## config.mk

```make
export PLATFORM = sky130hd
export DESIGN_NAME = ins_mem_loader
export DESIGN_NICKNAME = d
export VERILOG_FILES = /design/src/rtl/ins_mem_loader.sv
export SDC_FILE = /design/constraint.sdc
export NUM_CORES = 1
export LEC_CHECK = 0
export BUFFER_PORTS_ARGS = -buffer_cell sky130_fd_sc_hd__buf_4
export CORE_ASPECT_RATIO = 1.2
export CORE_UTILIZATION = 56
export CTS_CLUSTER_SIZE = 28
export DETAILED_ROUTE_END_ITERATION = 16
export GPL_ROUTABILITY_DRIVEN = 1
export PLACE_DENSITY_LB_ADDON = 0.12
export REMOVE_ABC_BUFFERS = 1
export SLEW_MARGIN = 40
export SYNTH_ARGS = -nofsm -noshare
export SYNTH_HDL_FRONTEND = slang
export SYNTH_SLANG_ARGS = --single-unit
```

## constraint.sdc

```tcl
create_clock -name CLK -period 2.65 [get_ports CLK]
set_input_delay 0.3975 -clock CLK [delete_from_list [all_inputs] [get_ports CLK]]
set_output_delay 0.3975 -clock CLK [all_outputs]
set_load 0.03 [all_outputs]
```

## src/rtl/ins_mem_loader.sv

```systemverilog
// ins_mem_loader: streams 32-bit instruction words into a byte-wide, big-endian instruction memory
// Ports: CLK/Reset (sync, active-low); start pulse begins a load at byte 0;
//   in_valid/in_ready/in_word/in_last form the word stream; mem_we/mem_addr/mem_wdata
//   drive the memory write port, mem_rdata is its combinational read byte;
//   InsMemRW=1 while the loader owns the memory; loading/done/word_count report progress;
//   err_overflow and err_verify are sticky error flags.
// Optional feature: define INS_MEM_LOADER_VERIFY_EN to read back and compare every word
//   after it is written (err_verify is constant 0 otherwise).
module ins_mem_loader #(
  parameter int MEM_BYTES = 128,
  parameter int CNT_W = 6
) (
  input  logic             CLK,
  input  logic             Reset,
  input  logic             start,
  input  logic             in_valid,
  output logic             in_ready,
  input  logic [31:0]      in_word,
  input  logic             in_last,
  output logic             mem_we,
  output logic [31:0]      mem_addr,
  output logic [7:0]       mem_wdata,
  input  logic [7:0]       mem_rdata,
  output logic             InsMemRW,
  output logic             loading,
  output logic             done,
  output logic [CNT_W-1:0] word_count,
  output logic             err_overflow,
  output logic             err_verify
);
`ifdef INS_MEM_LOADER_VERIFY_EN
  typedef enum logic [2:0] {IDLE, ACCEPT, WRITE, DONE, VERIFY} state_t;
`else
  typedef enum logic [1:0] {IDLE, ACCEPT, WRITE, DONE} state_t;
  logic unused_rdata;
  assign unused_rdata = ^mem_rdata;
  assign err_verify = 1'b0;
`endif
  localparam logic [31:0] LAST_PTR = 32'(MEM_BYTES - 4);
  state_t      state;
  logic [31:0] ptr;
  logic [1:0]  idx;
  logic [31:0] word_q;
  logic        last_q;
  // big-endian byte select: index 0 is bits [31:24]
  function automatic logic [7:0] sel(input logic [31:0] w, input logic [1:0] i);
    logic [31:0] s;
    s = w >> {~i, 3'b000};
    return s[7:0];
  endfunction
  always_ff @(posedge CLK) begin
    if (!Reset) begin
      state        <= IDLE;
      ptr          <= '0;
      idx          <= '0;
      word_q       <= '0;
      last_q       <= 1'b0;
      in_ready     <= 1'b0;
      mem_we       <= 1'b0;
      mem_addr     <= '0;
      mem_wdata    <= '0;
      InsMemRW     <= 1'b0;
      loading      <= 1'b0;
      done         <= 1'b0;
      word_count   <= '0;
      err_overflow <= 1'b0;
`ifdef INS_MEM_LOADER_VERIFY_EN
      err_verify   <= 1'b0;
`endif
    end else begin
      case (state)
        IDLE, DONE: if (start) begin
          state        <= ACCEPT;
          ptr          <= '0;
          word_count   <= '0;
          done         <= 1'b0;
          err_overflow <= 1'b0;
`ifdef INS_MEM_LOADER_VERIFY_EN
          err_verify   <= 1'b0;
`endif
          InsMemRW     <= 1'b1;
          loading      <= 1'b1;
          in_ready     <= 1'b1;
        end
        ACCEPT: if (in_valid) begin
          word_q   <= in_word;
          last_q   <= in_last;
          in_ready <= 1'b0;
          // no room for a whole word: reject it before touching memory
          if (ptr > LAST_PTR) begin
            state        <= DONE;
            err_overflow <= 1'b1;
            done         <= 1'b1;
            loading      <= 1'b0;
            InsMemRW     <= 1'b0;
          end else begin
            state     <= WRITE;
            idx       <= 2'd0;
            mem_we    <= 1'b1;
            mem_addr  <= ptr;
            mem_wdata <= in_word[31:24];
          end
        end
        WRITE: if (idx != 2'd3) begin
          idx       <= idx + 2'd1;
          mem_addr  <= ptr + 32'(idx + 2'd1);
          mem_wdata <= sel(word_q, idx + 2'd1);
        end else begin
          mem_we <= 1'b0;
`ifdef INS_MEM_LOADER_VERIFY_EN
          state    <= VERIFY;
          idx      <= 2'd0;
          InsMemRW <= 1'b0;
          mem_addr <= ptr;
`else
          ptr        <= ptr + 32'd4;
          word_count <= word_count + 1'b1;
          if (last_q) begin
            state    <= DONE;
            done     <= 1'b1;
            loading  <= 1'b0;
            InsMemRW <= 1'b0;
          end else begin
            state    <= ACCEPT;
            in_ready <= 1'b1;
          end
`endif
        end
`ifdef INS_MEM_LOADER_VERIFY_EN
        VERIFY: begin
          if (mem_rdata != sel(word_q, idx)) err_verify <= 1'b1;
          if (idx != 2'd3) begin
            idx      <= idx + 2'd1;
            mem_addr <= ptr + 32'(idx + 2'd1);
          end else begin
            ptr        <= ptr + 32'd4;
            word_count <= word_count + 1'b1;
            if (last_q) begin
              state   <= DONE;
              done    <= 1'b1;
              loading <= 1'b0;
            end else begin
              state    <= ACCEPT;
              in_ready <= 1'b1;
              InsMemRW <= 1'b1;
            end
          end
        end
`endif
        default: state <= IDLE;
      endcase
    end
  end
endmodule

```

# Word-level counts from Yosys, hierarchy flattened

Cells that the tools add are included.

Flip-flop bits (word level): 120
Bits in latches: 0
Bits in writable memories: 0
Memory bits (read-only): 0
Input port bits: 45
Output and inout port bits: 53
Word-level logic and storage cells: 91
Memories: 0

Add/subtract/negate cells: 5
Multipliers: 0
Div/mod/pow operators: 0
Magnitude comparators: 1
Equality and inequality tests: 12
Shifts and indexed selects: 1
Multiplexer cells: 45
Bitwise logic cells: 1
Reductions and logical operators: 13

Operators with widths:

| cell                                                                              | number |
|---|---|
| 32-bit two-way mux                                                                | 5 |
| 32-bit case mux with 2 select lines                                               | 2 |
| 32-bit by 3-bit adder with 32-bit output                                          | 1 |
| 32-bit by 3-bit adder with 32-bit output (second input constant)                  | 1 |
| 32-bit by 7-bit greater-than comparator with 1-bit output (second input constant) | 1 |
| 32-bit by 5-bit >> shifter with 8-bit output                                      | 1 |
| 8-bit two-way mux                                                                 | 3 |
| 2-bit inequality test (second input constant)                                     | 9 |
| 1-bit two-way mux                                                                 | 17 |
| 8-bit case mux with 2 select lines                                                | 1 |
| 4-bit AND reduction                                                               | 4 |
| 2-bit two-way mux                                                                 | 7 |
| 6-bit two-way mux                                                                 | 2 |
| 6-bit case mux with 2 select lines                                                | 1 |
| 1-bit case mux with 3 select lines                                                | 3 |
| 6-bit by 1-bit adder with 6-bit output (second input constant)                    | 1 |
| 2-bit case mux with 3 select lines                                                | 1 |
| 3-bit AND reduction                                                               | 2 |
| 2-bit nonzero test                                                                | 3 |
| 5-bit AND reduction                                                               | 1 |
| 2-bit == test (second input constant)                                             | 2 |
| 1-bit case mux with 2 select lines                                                | 2 |
| 2-bit case mux with 2 select lines                                                | 1 |
| 2-bit by 1-bit adder with 3-bit output (second input constant)                    | 1 |
| 6 further kinds                                                                   | 6 |

# Logic depth before layout (Yosys ltp)

Depth in word-level cells: 5
Gate-level depth with buffers: 9
Depth with buffers taken out: 7

# Least setup slack after synthesis

Ideal clock, no wire load.

Path kind: flip-flop to flip-flop
From: register state[0]
To: register ptr[25]
Library setup time: 0.071 ns
Data arrival time: 2.326 ns
Required time: 2.579 ns
Setup slack: 0.254 ns
Stages on the path, launching flop included: 8
Buffers on the path: 0
Clock period less this slack: 2.396 ns
Path through: dfxtp_1 -> inv_1 -> ha_1 -> nor2_1 -> or4_4 -> or3_4 -> or4_1 -> a21oi_1

Cells in the longest elaborated chain, start to end: 4
Elaborated cells between the ends (all ways): 9
Classes of those cells: 4 x eq/ne; 1 x mux; 4 x reduce/logical

RTL lines:

| what                                                                                | RTL line | source |
|---|---|---|
| start: declaration                                                                  | 40       | `state_t state;` |
| start signal: assignment                                                            | 53       | `state <= IDLE;` |
| start signal: assignment                                                            | 73       | `state <= ACCEPT;` |
| start signal: assignment                                                            | 91       | `state <= DONE;` |
| 2-bit == test / 2-bit zero test (equally long branches)                             | 71       | `case (state)` |
| 2-bit OR reduction                                                                  | 71       |  |
| 2-bit inequality test (no source line) / 2-bit nonzero test (equally long branches) | --       |  |
| 3-bit AND reduction (no source line)                                                | --       |  |
| end signal: assignment                                                              | 116      | `ptr <= ptr + 32'd4;` |
| end: declaration                                                                    | 41       | `logic [31:0] ptr;` |

Parallel ways exist; a longest one is shown, timed or not.
A chain may end at the register's enable or synchronous reset.

# Worst setup path after layout

From: register state[0]
To: register ptr[31]

The elaborated chain is that of the path after synthesis.

==> impl_metrics.csv <==
group,metric,value,unit
timing,drv_slew,0,
power,power.total,6.883,mW
timing,rsz0062_at_grt,"false",
clock_tree,clk_pin_slew,50,ps
detailed_routing,drt_pass1_iterations,6,
power,power.leakage,2.535,nW
clock_tree,tritoncts,"done",
detailed_routing,vias,5076,
clock_tree,cts_made_buffers,17,
setup_path,reg2reg_from,"state[0]$_SDFFE_PN0P_",
setup_path,ff2ff_setup_slack,150,ps
setup_path,crit_chain,"inv_1 -> ha_4 -> nor2_1 -> or4_4 -> buf_4 -> or3_1 -> or3_1 -> a21oi_1",
global_routing,grt_max_degree,36,
floorplan,start_util,0.5810,
timing,hold_ws,236.5,ps
floorplan,dieArea,10380,sq um
floorplan,core,9613,sq um
floorplan,row_count,39,
setup_path,slowest_stage,"or4_4",
power,vdd_drop_max,0.6789,mV
global_routing,antenna_found_initial,0,
timing,relSlewSlack,0.5516,
timing,max_freq,399.4,MHz
global_routing,grt_first_pass_wirelength,23080,microns
run,cap_viol_max_count,0,
clock_tree,cts_buffer_depth,2,
timing,skew,6.339,ps
setup_path,path_buf_inv,2,
setup_path,cpPeakStageDelay,580,ps
final_layout,n_antenna_cell,0,
setup_path,worst_setup_path_end_kind,"flop",
placed_design,port_buffers,88,
outcome,status,"completed",
global_routing,grt_overflow,0,
final_layout,final_area,7003,sq um
setup_path,cp.required,2980,ps
yosys,synth-main-ff-cell,"dfxtp_1",
detailed_routing,drt_iter0_markers,301,
setup_path,cp_top_family,"simple AND/OR/NAND/NOR gates",
detailed_routing,routed_wirelength,13950,microns
min_path,hold_class,"input port to flop",
global_routing,track_usage,0.2802,
yosys,netlist_area,5585,sq um
yosys,syn-instance-count,665,
yosys,yosysTopAreaCell,"dfxtp_1",
timing,worst_slew_pin_slew,671.6,ps
floorplan,die_w,93.17,microns
floorplan,io_pins,98,
placed_design,dp_hpwl,9371,microns
setup_path,crit_path_frequent_cell,"or3_1",
yosys,yosysWarnings,0,
placed_design,place_inst,843,
clock_tree,worstSkewPairLatency,410,ps
yosys,synthTopCellsByArea,"dfxtp_1, a21oi_1, nand2_1, a211oi_1, xor2_1",
final_layout,fin_nets,794,
yosys,avgSynthCellArea,8.399,sq um
final_layout,area_delta_synth_final,25.38,%
clock_tree,htree_levels,4,
min_path,hold_end,"word_q[18]$_SDFFE_PN0P_",
setup_path,start_kind,"flop",
final_layout,drive_gt1_frac,0.2162,
timing,fin_crit,2504,ps
yosys,synth_edf_count,0,
detailed_routing,drc,0,
setup_path,path_max_fanout,7,
setup_path,rr_endpoint,"ptr[31]$_SDFFE_PN0P_",
clock_tree,hold_buffers,0,
placed_design,place_area,6384,sq um
yosys,ys_seq_area_frac,0.4229,
global_routing,grt_pass1_vias,4945,
clock_tree,cts_sinks,118,
final_layout,instances_no_fill,877,
clock_tree,cts_root_buf,"clkbuf_16",
yosys,synth_top_area_frac,0.4229,
min_path,whs_path_depth,3,
setup_path,crit_type,"flop to flop",
yosys,yosys.cell_types.count,47,
yosys,ys_seq_elements,118,
timing,hold_viol,0,
timing,timing.final.crit_share,0.9448,
yosys,ys_async_sr_fraction,0,
floorplan,die_h,111.4,microns
setup_path,arrival,2840,ps
detailed_routing,ant_nets,0,
timing,finalSetupViolCount,0,
detailed_routing,avgRoutedWirePerCell,15.91,microns
min_path,min_from,"in_word[18]",
detailed_routing,via_per_inst,5.788,
setup_path,r2r_cells,8,
power,p_per_area,982.8,nW/um^2
placed_design,place.gp.congestion,0.8824,
==> worst register-to-register path, cell delays in order (launching register included) <==
cell     delay [ps]
dfxtp_1         360
inv_1            90
ha_4            300
nor2_1           70
or4_4           580
buf_4           180
or3_1           350
or3_1           360
a21oi_1         150
==> state kept, by name, indices dropped and copies added, names as in the netlist <==
| name | count |
|---|---|
| in_ready | 1 |
| last_q | 1 |
| mem_wdata | 8 |
| mem_addr | 32 |
| word_count | 6 |
| mem_we | 1 |
| done | 1 |
| loading | 1 |
| ptr | 30 |
| idx | 2 |
| state | 2 |
| word_q | 32 |
| err_overflow | 1 |
==> report_power, final <==
part	switching, mW	leakage (nW)	internal [mW]
Sequential	0.178	0.960	2.10
Clock	0.770	0.293	1.52
Combinational	1.47	1.28	0.845
Total	2.42	2.53	4.46
==> synthesized netlist by cell type, types with 5 or more instances <==
library cell / instances
dfxtp_1: 118
nand2_1: 106
a21oi_1: 83
clkbuf_1: 45
nor2_1: 45
a211oi_1: 38
xor2_1: 29
xnor2_1: 25
nand4_1: 23
nor4_1: 15
nor3_1: 13
inv_1: 10
mux2i_1: 10
buf_2: 9
o21ai_0: 9
ha_1: 8
mux4_2: 8
nand3_1: 8
or3_1: 6
o21ai_1: 5
==> stage by stage <==
stage | util | TNS (ps) | setup WS (ps)
2_1_floorplan | - | -69270 | -1345
3_3_place_gp | 0.6641 | 0 | 173.2
3_5_place_dp | 0.6641 | 0 | 108.2
4_1_cts | 0.7256 | 0 | 85.41
5_1_grt | 0.7285 | 0 | 43.78
6_report | 0.7285 | 0 | 146.3
==> per-layer routing <==
layer | track usage | vias up | part of all wire
li1 | - | 2498 | -
met2 | 0.4804 | 140 | 0.51
met3 | 0.06284 | 31 | 0.039
met1 | 0.3281 | 2407 | 0.42
met5 | 0 | - | 0
met4 | 0.1333 | 0 | 0.025
==> cells by family after synthesis <==
| logic type | synth area share |
|---|---|
| adder cells (fa/ha/maj) | 0.01792 |
| other | 0.0006714 |
| flip-flops | 0.4229 |
| multiplexers | 0.05018 |
| XOR/XNOR | 0.08468 |
| AO/OA/AOI/OAI | 0.1590 |
| AND/OR/NAND/NOR | 0.2121 |
| buffers and inverters | 0.05242 |
==> area by class of cell <==
class,instances,area (sq um)
multi-input combinational,475,2955
timing repair buffer,118,898.4
sequential,118,2362
clock inverter,10,127.6
fill,740,2610
tap,123,153.9
clock buffer,22,464.2
inverter,11,41.29
==> layout by cell type, fill, tap and decap left out, types with 17 or more instances in the layout <==
cell type,count
dfxtp_1,118
buf_4,117
nand2_1,106
a21oi_1,83
nor2_1,45
a211oi_1,38
xor2_1,29
xnor2_1,25
nand4_1,23
clkbuf_16,17
==> what timing repair did <==
item	CTS	global route
endpoints found under the setup margin	0	2
buffers inserted	0	2
gates resized for setup	0	2
==> worst max-delay path by stage <==
stage / cells past startpoint / startpoint / slack (ps) / endpoint
detailed placement: 7 / state[0]$_SDFFE_PN0P_ / 110 / ptr[25]$_SDFFE_PN0P_
finish: 8 / state[0]$_SDFFE_PN0P_ / 150 / ptr[31]$_SDFFE_PN0P_
CTS: 7 / state[0]$_SDFFE_PN0P_ / 90 / ptr[25]$_SDFFE_PN0P_
global placement: 7 / state[0]$_SDFFE_PN0P_ / 170 / ptr[29]$_SDFFE_PN0P_
global route: 7 / state[0]$_SDFFE_PN0P_ / 40 / ptr[25]$_SDFFE_PN0P_
floorplan: 6 / state[1]$_SDFFE_PN0P_ / -1340 / mem_addr[10]$_SDFFE_PN0P_
No activity file was read; power rests on OpenSTA's default activity.
